<file path="src/rtl/jk_target_driver.sv">
// rtl/jk_target_driver.sv - drives J/K of an external JK bank toward a target word with settle/verify/retry
module jk_target_driver #(
   parameter int WIDTH         = 8,
   parameter int SETTLE_CYCLES = 1,
   parameter int MAX_RETRY     = 3
) (
   input  logic             clock,
   input  logic             reset,
   input  logic [WIDTH-1:0] target_data,
   input  logic             target_valid,
   output logic             target_ready,
   input  logic             toggle_mode,
   input  logic [WIDTH-1:0] q_in,
   output logic [WIDTH-1:0] j_out,
   output logic [WIDTH-1:0] k_out,
   output logic             done,
   output logic             error
);

   localparam int SW = (SETTLE_CYCLES < 1) ? 1 : $clog2(SETTLE_CYCLES + 1);
   localparam int RW = (MAX_RETRY < 1) ? 1 : $clog2(MAX_RETRY + 1);
   localparam logic [SW-1:0] SETTLE_LOAD = SW'(SETTLE_CYCLES);
   localparam logic [SW-1:0] SETTLE_LAST = SW'(1);
   localparam logic [RW-1:0] RETRY_MAX   = RW'(MAX_RETRY);

   typedef enum logic [1:0] {
      IDLE   = 2'd0,
      DRIVE  = 2'd1,
      SETTLE = 2'd2
   } state_t;

   state_t           state_q, state_d;
   logic [WIDTH-1:0] target_q, target_d;
   logic             toggle_q, toggle_d;
   logic [WIDTH-1:0] j_q, j_d;
   logic [WIDTH-1:0] k_q, k_d;
   logic             done_q, done_d;
   logic             error_q, error_d;
   logic [RW-1:0]    retry_q, retry_d;
   logic [SW-1:0]    settle_q, settle_d;

   logic [WIDTH-1:0] exc_t;
   logic             exc_tog;
   logic [WIDTH-1:0] diff;
   logic [WIDTH-1:0] exc_j;
   logic [WIDTH-1:0] exc_k;

   assign target_ready = (state_q == IDLE);
   assign j_out        = j_q;
   assign k_out        = k_q;
   assign done         = done_q;
   assign error        = error_q;

   // Excitation: in IDLE use the incoming request, otherwise the latched one (retry path)
   always_comb begin
      exc_t   = (state_q == IDLE) ? target_data : target_q;
      exc_tog = (state_q == IDLE) ? toggle_mode : toggle_q;
      diff    = exc_t ^ q_in;
      exc_j   = exc_tog ? diff : (diff & exc_t);
      exc_k   = exc_tog ? diff : (diff & ~exc_t);
   end

   // Next-state and registered-output logic for the IDLE/DRIVE/SETTLE sequence
   always_comb begin
      state_d  = state_q;
      target_d = target_q;
      toggle_d = toggle_q;
      j_d      = '0;
      k_d      = '0;
      done_d   = 1'b0;
      error_d  = 1'b0;
      retry_d  = retry_q;
      settle_d = settle_q;
      case (state_q)
         IDLE: begin
            if (target_valid) begin
               target_d = target_data;
               toggle_d = toggle_mode;
               j_d      = exc_j;
               k_d      = exc_k;
               retry_d  = '0;
               state_d  = DRIVE;
            end
         end
         DRIVE: begin
            settle_d = SETTLE_LOAD;
            state_d  = SETTLE;
         end
         SETTLE: begin
            if (settle_q > SETTLE_LAST) begin
               settle_d = settle_q - SETTLE_LAST;
            end else if (q_in == target_q) begin
               done_d  = 1'b1;
               state_d = IDLE;
            end else if (retry_q < RETRY_MAX) begin
               retry_d = retry_q + RW'(1);
               j_d     = exc_j;
               k_d     = exc_k;
               state_d = DRIVE;
            end else begin
               error_d = 1'b1;
               state_d = IDLE;
            end
         end
         default: state_d = IDLE;
      endcase
   end

   // State register with synchronous reset that also cancels a pending done/error
   always_ff @(posedge clock) begin
      if (reset) begin
         state_q  <= IDLE;
         target_q <= '0;
         toggle_q <= 1'b0;
         j_q      <= '0;
         k_q      <= '0;
         done_q   <= 1'b0;
         error_q  <= 1'b0;
         retry_q  <= '0;
         settle_q <= '0;
      end else begin
         state_q  <= state_d;
         target_q <= target_d;
         toggle_q <= toggle_d;
         j_q      <= j_d;
         k_q      <= k_d;
         done_q   <= done_d;
         error_q  <= error_d;
         retry_q  <= retry_d;
         settle_q <= settle_d;
      end
   end

endmodule

</file>
<file path="config.mk">
export PLATFORM = sky130hd
export DESIGN_NAME = jk_target_driver
export DESIGN_NICKNAME = d
export VERILOG_FILES = /design/src/rtl/jk_target_driver.sv
export SDC_FILE = /design/constraint.sdc
export NUM_CORES = 1
export LEC_CHECK = 0
export CAP_MARGIN = 40
export CORE_MARGIN = 10
export CORE_UTILIZATION = 50
export DETAILED_ROUTE_END_ITERATION = 8
export DONT_BUFFER_PORTS = 1
export PLACE_DENSITY = 0.63
export SLEW_MARGIN = 20
export SYNTH_ARGS = -nofsm -noshare
export SYNTH_HDL_FRONTEND = slang
export SYNTH_SLANG_ARGS = --single-unit
</file>
<file path="constraint.sdc">
create_clock -name clock -period 2.61 [get_ports clock]
set_clock_uncertainty 0.1 [all_clocks]
set_input_delay 0.3915 -clock clock [delete_from_list [all_inputs] [get_ports clock]]
set_output_delay 0.3915 -clock clock [all_outputs]
set_load 0.01 [all_outputs]
</file>
; ---- Word-level counts from Yosys, hierarchy flattened
; Cells that the tools add are included.
[word_totals]
regBits = 32
inputBits = 20
out_inout_bits = 19
elab_cells = 63
[classes]
add_sub_neg = 2
n_lt_le_gt_ge = 2
eq_ne = 8
muxes = 28
bitwise = 5
n_reduce_logical = 9
[op_table]
columns = op, count
row1 = 2-to-1 mux 8 bit, 11
row2 = case mux 8 bit (2 select lines), 2
row3 = bitwise AND 8 bit, 2
row4 = 2-to-1 mux 2 bit, 6
row5 = "inequality test 2 bit, second input constant", 5
row6 = equality test 8 bit, 1
row7 = inverter 8 bit, 1
row8 = bitwise XOR 8 bit, 1
row9 = 2-to-1 mux 1 bit, 6
row10 = case mux 2 bit (3 select lines), 1
row11 = AND reduction 2 bit, 3
row12 = AND reduction 5 bit, 1
row13 = case mux 2 bit (2 select lines), 1
row14 = nonzero test 2 bit, 2
row15 = OR reduction 4 bit, 1
row16 = OR reduction 3 bit, 1
row17 = "adder 2 x 1 -> 2 bit, second input constant", 1
row18 = "equality test 2 x 1 -> 1 bit, second input constant", 1
row19 = "equality test 2 bit, second input constant", 1
row20 = zero test 2 bit, 1
row21 = "< comparator 2 bit, second input constant", 1
row22 = case mux 1 bit (2 select lines), 1
row23 = "> comparator 1 bit, second input constant", 1
row24 = inverter 1 bit, 1
row25 = "subtractor 1 bit, second input constant", 1

; ---- Logic depth before layout (Yosys ltp)
[logic_depth]
ltp_word = 9
mapped_depth = 8
depth_no_buf = 6

; ---- Worst setup path after synthesis
; OpenSTA, ideal clock, no wires.
[synth_path]
path_type = register to register
start = register state_q[0]
end = register j_q[5] (netlist: j_out[5])
setup_ns = 0.103
arrival_ns = 1.942
required_time_ns = 2.407
slack_ns = 0.465
stages_incl_launch_ff = 9
synth_period_minus_slack_ns = 2.145
path_cell_list = dfxtp_1 -> buf_4 -> nor2_1 -> buf_2 -> mux2_2 -> ha_1 -> a21oi_1 -> a31oi_1 -> a2111oi_2
[synth_via]
elab_chain_len = 9
[synth_rtl]
columns = item, line
row1 = from (decl), 32  ; state_t state_q, state_d;
row2 = from (signal assigned), 122  ; state_q <= state_d;
row3 = zero test 2 bit (*), -
row4 = net target_ready, 11  ; output logic target_ready,
row5 = 2-to-1 mux 8 bit, 56  ; exc_t = (state_q == IDLE) ? target_data : target_q;
row6 = bitwise XOR 8 bit, 58  ; diff = exc_t ^ q_in;
row7 = bitwise AND 8 bit, 59  ; exc_j = exc_tog ? diff : (diff & exc_t);
row8 = 2-to-1 mux 8 bit, 59
row9 = 2-to-1 mux 8 bit, 95  ; end else if (retry_q < RETRY_MAX) begin
row10 = 2-to-1 mux 8 bit, 92  ; end else if (q_in == target_q) begin
row11 = 2-to-1 mux 8 bit, 90  ; if (settle_q > SETTLE_LAST) begin
row12 = case mux 8 bit (2 select lines) (*), 74  ; case (state_q)
row13 = to (signal assigned), 125  ; j_q <= j_d;
row14 = to (decl), 35  ; logic [WIDTH-1:0] j_q, j_d;
; The timed path passes the listed nets; every way through them passes the cells marked *.
; A chain may end at the register's enable or synchronous reset.

; ---- Final worst setup path
[layout_path]
start = register state_q[0]
end = register j_q[2] (netlist: j_out[2])
[layout_via]
elab_chain_len = 9
[layout_rtl]
columns = item, line
row1 = zero test 2 bit, "56, 57, 74"
row2 = 2-to-1 mux 8 bit, 56
row3 = bitwise XOR 8 bit, 58
row4 = bitwise AND 8 bit, 59
row5 = 2-to-1 mux 8 bit, 59
row6 = 2-to-1 mux 8 bit, 95
row7 = 2-to-1 mux 8 bit, 92
row8 = 2-to-1 mux 8 bit, 90
row9 = case mux 8 bit (2 select lines) (*), 74
; Every way passes the cells marked *; elsewhere a longest branch is shown, timed or not.

==> flow_metrics.env <==
export IMPL_setup_viol=0
export IMPL_nets=220
export IMPL_postCtsSetupBuffers=0
export IMPL_ir_drop_mv=0.321
export IMPL_synth_cell_types=31
export IMPL_clk_pin_slew_ns=0.09
export IMPL_clock_path_buffers=2
export IMPL_holdCritStartpoint="reset"
export IMPL_antenna_left=0
export IMPL_grt_pass1_vias=1189
export IMPL_status="completed"
export IMPL_hold_violations=0
export IMPL_worstSetupStartpoint="state_q[0]"
export IMPL_cts_max_level=2
export IMPL_tightest_slew_ns=0.776
export IMPL_p_sw_w=0.000304
export IMPL_synth_edf_count=0
export IMPL_synth_seq_area_share_pct=37.1
export IMPL_gp_congestion=0.768
export IMPL_synth_main_ff_cell="dfxtp_1"
export IMPL_cp_start_kind="register"
export IMPL_p_int_w=0.000809
export IMPL_ff2ff_path_depth=7
export IMPL_dp_hpwl_mm=2.82
export IMPL_clock_sinks=31
export IMPL_synth_area_um2=1670
export IMPL_leakagePower_nw=0.754
export IMPL_post_synth_top_area_cell="dfxtp_1"
export IMPL_synth_top_area_share_pct=37.1
export IMPL_drc=0
export IMPL_rows=20
export IMPL_drt_initial_drc_count=53
export IMPL_whs_ns=0.0348
export IMPL_endpoint_kind="register"
export IMPL_min_period_ns=2.19
export IMPL_synth_warnings=0
export IMPL_drive_gt1_share_pct=13.6
export IMPL_crit_arrival_ns=2.34
export IMPL_syn_num_nets=221
export IMPL_async_flop_share_pct=0
export IMPL_crit_path_max_incr_delay_ns=0.44
export IMPL_vias=1251
export IMPL_crit_required_ns=2.75
export IMPL_rsz0062_at_grt="false"
export IMPL_syn2layout_area_growth_pct=6.51
export IMPL_ios=39
export IMPL_clockPowerShare_pct=34.7
export IMPL_synth_seq_cells=31
export IMPL_max_cap_violations=0
export IMPL_die_w_um=77.8
export IMPL_grt_total_usage_pct=12.6
export IMPL_syn_avg_cell_area_um2=9.08
export IMPL_path_cells="nor2_1 -> buf_4 -> mux2_2 -> ha_1 -> o21ai_0 -> o211ai_1 -> a21oi_1"
export IMPL_portBuffers=0
export IMPL_seq_power_share_pct=47.9
export IMPL_start_util_pct=53.4
export IMPL_syn_inst=184
export IMPL_synth_area_leaders="dfxtp_1 (37%), ha_1 (13%), a21oi_1 (6.9%)"
export IMPL_hold_path_class="in2reg"
export IMPL_clock_fmax_ghz=0.456
export IMPL_cts_resized=0
export IMPL_grt_pass1_wl_mm=6.04
export IMPL_whs_path_depth=1
export IMPL_firstDrtPassIters=4
export IMPL_slew_limit_headroom_pct=48.1
export IMPL_p_sw_share_pct=27.3
export IMPL_grt_overflow=0
export IMPL_cts_tree="done"
export IMPL_crit_type="reg2reg"
export IMPL_wl_per_cell_um=16.3
export IMPL_grt_max_degree=28
export IMPL_power_density_nw_per_um2=625
export IMPL_ctsHoldBuffers=2
export IMPL_die_h_um=77.8
export IMPL_cts_made_buffers=5
export IMPL_combPwrFrac_pct=17.4
export IMPL_antenna_found_initial=0
export IMPL_clockRootBuffer="clkbuf_4"
export IMPL_crit_fanout=12
export IMPL_crit_slowest_cell="dfxtp_1"
export IMPL_postRouteWirelength_mm=3.71
export IMPL_finalSetupTns_ns=0
export IMPL_viasPerCell=5.49
export IMPL_r2r_start="state_q[0]"
export IMPL_drv_slew=0
export IMPL_clk_latency_ns=0.33
export IMPL_fill_cells=288
export IMPL_die_area_um2=6060
export IMPL_coreArea_um2=3130
export IMPL_fin_crit_sh_pct=84.1
export IMPL_n_antenna_cell=0
==> metrics by stage <==
stage               power [W]  instance area (µm²)  utilization (%)  cells  setup WS (ns)
floorplan            0.000704                 1670                -    184          0.465
global placement     0.000727                 1670             53.5    218          0.529
detailed placement   0.000734                 1670             53.5    218          0.405
CTS                   0.00112                 1780             56.9    228          0.406
global route          0.00118                 1780             56.9    228          0.258
finish                0.00111                 1780             56.9    228          0.416
==> worst paths after layout <==
kind              endpoint  slack, ns
setup reg to reg  j_out[2]       0.42
hold reg to reg   toggle_q       0.38
hold / removal    j_out[6]       0.03
setup / recovery  j_out[2]       0.42
==> registers in the layout, indices dropped and copies added, names as in the netlist <==
name / cells
k_out: 8
retry_q: 2
done: 1
state_q: 2
toggle_q: 1
target_q: 8
j_out: 8
error: 1
==> routing by layer <==
layer  vias up  wire length [µm]  global-route usage, %
met1       573              1700                   15.6
li1        636                 -                      -
met3         4               353                   6.80
met2        38              1610                   17.9
met5         -                 0                      0
met4         0                46                   4.38
==> synthesized netlist by cell type (all sizes together), types with 2 or more instances <==
master / count
a2111oi: 4
a21oi: 23
a31oi: 4
buf: 7
clkbuf: 5
dfxtp: 31
ha: 17
inv: 16
mux2: 9
nand2: 21
nor2: 4
nor3b: 3
nor4: 2
o211ai: 12
o21ai: 7
or3b: 2
xor2: 8
==> worst max-delay path, delay by kind of cell, from the launching register on <==
kind / cells / cell delay, ns
mux: 1 / 0.39
compound gates: 3 / 0.40
simple gates: 1 / 0.27
flops: 1 / 0.44
buf+inv: 1 / 0.24
fa+ha+maj: 1 / 0.28
==> kinds of logic (layout without fill, tap and decap cells) <==
group           count (synthesis)  after routing  synth area share, %
compound gates                 53             53                 20.9
xor+xnor                        8              8                 4.19
fa+ha+maj                      17             17                 12.7
buf+inv                        28             28                 7.63
flops                          31             31                 37.1
mux                            10             10                 6.66
simple gates                   37             37                 10.8
==> power by group through the flow <==
stage	Combinational, W	Clock, W	Sequential (W)
finish	0.000194	0.000386	0.000533
floorplan	0.000169	0	0.000535
global route	0.000223	0.000418	0.000538
CTS	0.000195	0.000395	0.000534
detailed placement	0.000189	0	0.000545
global placement	0.000182	0	0.000544
==> cell type report <==
type | count | area [µm²] | area share [%]
tap | 44 | 55.1 | 3.09
multi-input combinational | 125 | 923 | 51.9
clock inverter | 2 | 35.0 | 1.97
timing repair buffer | 4 | 35.0 | 1.97
clock buffer | 6 | 51.3 | 2.88
inverter | 16 | 60.1 | 3.37
sequential | 31 | 621 | 34.9
==> placed cells by master, fill, tap and decap left out, drive strengths merged, types with 2 or more instances in the layout <==
cell type	n
a31oi	4
nor3b	3
nand2	21
a21oi	23
nor2	4
o211ai	12
buf	2
o21ai	7
a2111oi	4
xor2	8
inv	16
dlygate4sd3	2
dfxtp	31
mux2	9
clkbuf	6
nor4	2
ha	17
or3b	2
(Power assumes the default switching activity.)
